File: src/rtl/mem_port_arbiter.sv
// Fetch / load-store arbiter for the shared single-port instruction/data memory.
// Optional fetch starvation guard enabled by defining ARB_STARVE_GUARD_EN.
module mem_port_arbiter #(
    parameter int unsigned ADDR_W     = 14,
    parameter int unsigned DATA_W     = 32,
    parameter int unsigned DATA_BASE  = 8192,
    parameter int unsigned STARVE_MAX = 4
) (
    input  logic              clk,
    input  logic              reset,
    input  logic              if_req,
    input  logic [ADDR_W-1:0] if_addr,
    output logic              if_gnt,
    output logic              if_rvalid,
    output logic [DATA_W-1:0] if_rdata,
    input  logic              d_req,
    input  logic              d_we,
    input  logic [ADDR_W-1:0] d_addr,
    input  logic [DATA_W-1:0] d_wdata,
    output logic              d_gnt,
    output logic              d_rvalid,
    output logic [DATA_W-1:0] d_rdata,
    output logic              d_fault,
    output logic              m_en,
    output logic              m_we,
    output logic [ADDR_W-1:0] m_addr,
    output logic [DATA_W-1:0] m_wdata,
    input  logic [DATA_W-1:0] m_rdata
);

    localparam logic [ADDR_W-1:0] BASE_ADDR = ADDR_W'(DATA_BASE);

    if (STARVE_MAX < 1 || STARVE_MAX > 15) begin : g_bad_starve_max
        $error("STARVE_MAX must be in 1..15");
    end

    typedef enum logic [1:0] {OwnNone, OwnIf, OwnD} owner_e;

    owner_e            owner_q;
    logic [DATA_W-1:0] if_rdata_q;
    logic [DATA_W-1:0] d_rdata_q;
    logic              fault_q;
    logic              force_if;
    logic              d_allowed;

`ifdef ARB_STARVE_GUARD_EN
    logic [3:0] starve_q;

    assign force_if = (starve_q == 4'(STARVE_MAX));

    always_ff @(posedge clk) begin
        if (reset || !if_req || if_gnt) begin
            starve_q <= 4'd0;
        end else begin
            starve_q <= starve_q + 4'd1;
        end
    end
`else
    assign force_if = 1'b0;
`endif

    assign d_allowed = (d_addr >= BASE_ADDR);

    always_comb begin
        if_gnt  = ~reset & if_req & (~d_req | force_if);
        d_gnt   = ~reset & d_req & ~(if_req & force_if);
        m_en    = if_gnt | d_gnt;
        m_we    = d_gnt & d_we & d_allowed;
        m_addr  = d_gnt ? d_addr : if_addr;
        m_wdata = d_gnt ? d_wdata : '0;
    end

    always_ff @(posedge clk) begin
        if (reset) begin
            owner_q    <= OwnNone;
            if_rdata_q <= '0;
            d_rdata_q  <= '0;
            fault_q    <= 1'b0;
        end else begin
            // Blocked stores still read the array; tag NONE so that data is dropped.
            if (if_gnt) begin
                owner_q <= OwnIf;
            end else if (d_gnt && !d_we) begin
                owner_q <= OwnD;
            end else begin
                owner_q <= OwnNone;
            end
            if (owner_q == OwnIf) begin
                if_rdata_q <= m_rdata;
            end
            if (owner_q == OwnD) begin
                d_rdata_q <= m_rdata;
            end
            fault_q <= d_gnt & d_we & ~d_allowed;
        end
    end

    // Gating with reset discards a read whose return cycle coincides with reset.
    always_comb begin
        if_rvalid = ~reset & (owner_q == OwnIf);
        d_rvalid  = ~reset & (owner_q == OwnD);
        d_fault   = fault_q;
        if (reset) begin
            if_rdata = '0;
            d_rdata  = '0;
        end else begin
            if_rdata = (owner_q == OwnIf) ? m_rdata : if_rdata_q;
            d_rdata  = (owner_q == OwnD) ? m_rdata : d_rdata_q;
        end
    end

endmodule

File: config.mk
export PLATFORM = sky130hd
export DESIGN_NAME = mem_port_arbiter
export DESIGN_NICKNAME = d
export VERILOG_FILES = /design/src/rtl/mem_port_arbiter.sv
export SDC_FILE = /design/constraint.sdc
export NUM_CORES = 1
export LEC_CHECK = 0
export CELL_PAD_IN_SITES_DETAIL_PLACEMENT = 1
export CELL_PAD_IN_SITES_GLOBAL_PLACEMENT = 2
export CORE_MARGIN = 5
export CORE_UTILIZATION = 20
export DETAILED_ROUTE_END_ITERATION = 7
export PLACE_DENSITY_LB_ADDON = 0.1
export REMOVE_ABC_BUFFERS = 1
export SETUP_SLACK_MARGIN = 0.4
export SYNTH_ARGS = -nofsm -noshare
export SYNTH_HDL_FRONTEND = slang
export SYNTH_SLANG_ARGS = --single-unit
export TNS_END_PERCENT = 50
File: constraint.sdc
create_clock -name clk -period 2.2 [get_ports clk]
set_clock_uncertainty 0.2 [all_clocks]
set_input_delay 0.66 -clock clk [delete_from_list [all_inputs] [get_ports clk]]
set_output_delay 0.66 -clock clk [all_outputs]
set_load 0.1 [all_outputs]
==> impl_metrics.yaml <==
critical_path:
  crit_arrival_ns: 1.70
  start_kind: "primary input"
  rrSetupSlack_ns: 0.67
  cp-end-kind: "primary output"
  reg2reg_depth: 6
  cp_max_fo: 8
  critPathSlowestCell: "mux2_4"
  critical_path_required_ns: 1.34
  max_stage_delay_ns: 0.31
  path_cells: "buf_12, nand2b_4, clkinv_8, buf_12, mux2_4, buf_12"
  rr_startpoint: "owner_q[1]$_SDFF_PP0_"
  cp_common_cell: "buf_12"
  crit_type: "primary input to primary output"
  r2r_end: "d_rdata_q[1]$_DFF_P_"
synth:
  ys_seq_area_share_pct: 41.3
  async_flop_share_pct: 0
  synth_cell_types: 17
  synth_area_leaders: "dfxtp_1 41%, mux2i_1 20%, nand2b_1 19%"
  yosysWarnings: 0
  synth_edf_count: 0
  yosys_most_used_dff: "dfxtp_1"
  syn-mean-instance-area_um2: 10.4
  yosysTopAreaCell: "dfxtp_1"
  synth_cells: 312
  synth_top_area_share_pct: 41.3
  syn_area_um2: 3250
  ys_ff_latch: 67
clock_tree:
  cts-htree-levels: 3
  clock_path_buffers: 2
  cts_buffers: 9
  cts_tree: "yes"
  holdBufCountCts: 0
  clkSinkCount: 67
  cts.clk_slew.worst_paths_ns: 0.05
  clock-root-buffer: "clkbuf_16"
  insertion_delay_ns: 0.33
routing:
  wl_um: 14900
  drc: 0
  dr.pass1.iters: 3
  via_per_inst: 4.00
  wl_per_cell_um: 17.9
  final_antenna_net_count: 0
  vias: 3337
  first_iter_violations: 78
die:
  io_pins: 214
  num_rows: 46
  core_um2: 15900
  die_area_um2: 18900
  die_width_um: 137
  die_h_um: 137
  initial_core_util_pct: 20.4
timing:
  fmax_mhz: 391
  report.final.setup_viol: 114
  tns_ns: -29.49
  report.final.slew_viol_count: 0
  worst_slew_pin_slew_ns: 0.249
  finalCriticalPeriod_ns: 2.56
  final_hold_viol_count: 0
  rsz0062_at_grt: "true"
  relSlewSlack_pct: 83.1
  finalCritPeriodShare_pct: 116
  setup_slack_ns: -0.356
cells_and_area:
  final_nets: 712
  fin_util_pct: 54.4
  final_cell_mix: "127 x buf_12, 70 x buf_4, 68 x nand2b_1, 65 x dfxtp_1, 59 x clkdlybuf4s50_1"
  syn2layout_area_growth_pct: 166
  layout-drive-gt1-share_pct: 55.7
  final_common_cell: "buf_12"
power:
  swShare_pct: 33.7
  p_clk_share_pct: 31.7
  p_leak_nw: 3.75
  total_power_w: 0.00443
  powerDensity_nw_per_um2: 512
  ir_worst_vdd_mv: 0.344
  comb_power_share_pct: 39.6
  p_sw_w: 0.00149
  p_int_w: 0.00293
  seqPwrFrac_pct: 28.7
global_route:
  grt_pass1_vias: 3855
  gr-usage-all-layers_pct: 15.5
  grt_max_degree: 50
  overflow: 0
  antenna_found_initial: 2
  grt_pass1_wl_um: 21800
min_path:
  hold_path_depth: 2
  min_to: "d_rdata_q[27]$_DFF_P_"
  hold_class: "flop to flop"
  min_from: "d_rdata_q[27]$_DFF_P_"
place:
  detailed_place_hpwl_um: 10900
  dp_worst_setup_slack_ns: -0.707
  place.port_buffers: 213
  gp_congestion: 0.785
outcome:
  status: "finished with violations"
  violations: "negative setup slack"
run:
  cap_violations: 0
-- cell usage after synthesis (2+ instances only) --
cell / count
nand2b_1: 98
buf_2: 2
nor2b_1: 2
mux2i_1: 64
buf_6: 9
and2_1: 32
buf_4: 2
mux2_4: 13
dfxtp_1: 67
clkbuf_1: 10
nor2_1: 5
nor3b_1: 3
-- sequential cells by signal, indices dropped and copies added, names as in the netlist --
signal	count
if_rdata_q	32
d_fault	1
d_rdata_q	32
owner_q	2
-- cell type report --
type | count | area (um^2)
Antenna cell | 1 | 2.50
Clock buffer | 11 | 243
Clock inverter | 3 | 40.0
Fill cell | 1621 | 7250
Inverter | 1 | 16.3
Multi-Input combinational cell | 220 | 2310
Sequential cell | 67 | 1350
Tap cell | 216 | 270
Timing Repair Buffer | 316 | 4410
-- logic make-up (layout without fill, tap and decap cells) --
| kind of cell | after synthesis | after routing | synth area share [%] |
|---|---|---|---|
| AND/OR/NAND/NOR | 142 | 142 | 27.3 |
| flip-flops | 67 | 67 | 41.3 |
| multiplexers | 78 | 78 | 26.1 |
| buffers and inverters | 25 | 331 | 5.32 |
| other | 0 | 1 | 0 |
-- timing repair --
| item | in CTS | in global routing |
|---|---|---|
| setup endpoints to repair | 116 | 116 |
| resized for setup | 152 | 41 |
| gates cloned | 8 | 2 |
| pin swaps | 27 | 7 |
| setup buffers | 16 | 9 |
-- power groups by stage --
| stage | registers (W) | logic [W] | clock network, W |
|---|---|---|---|
| CTS | 0.00127 | 0.00171 | 0.00145 |
| global route | 0.00127 | 0.00181 | 0.00152 |
| global placement | 0.00129 | 0.00155 | 0 |
| detailed placement | 0.00129 | 0.00157 | 0 |
| floorplan | 0.00130 | 0.000831 | 0 |
| finish | 0.00127 | 0.00175 | 0.00140 |
-- worst max-delay path by stage --
stage	start	end	slack (ns)	cells after the start
2_1_floorplan	owner_q[1]$_SDFF_PP0_	d_rdata[0]	-2.38	2
3_3_place_gp	d_req	m_addr[5]	-0.69	6
3_5_place_dp	d_req	m_addr[1]	-0.71	6
4_1_cts	reset	m_addr[1]	-0.37	6
5_1_grt	owner_q[1]$_SDFF_PP0_	d_rdata[17]	-0.45	6
6_report	reset	m_addr[10]	-0.36	6
-- metrics by stage --
step | area, um^2 | cells | hold WS [ns]
6_report | 8640 | 835 | 0.324
5_1_grt | 8640 | 835 | 0.336
4_1_cts | 8270 | 823 | 0.319
3_5_place_dp | 7260 | 785 | 0.338
3_3_place_gp | 7260 | 785 | 0.328
2_1_floorplan | 3080 | 288 | 0.532
-- layer usage --
layer | part of all wire [%] | vias to the layer above | GRT usage, %
met5 | 0.080 | - | 0
met4 | 1.1 | 2 | 4.16
met3 | 10 | 14 | 7.74
met2 | 54 | 126 | 28.7
met1 | 35 | 1570 | 15.2
li1 | - | 1625 | -
-- critical path: cells and delay by family --
family        cells  cell delay (ns)
buf+inv           4             0.54
mux               1             0.31
simple gates      1             0.17
No activity file was read; power rests on OpenSTA's default activity.
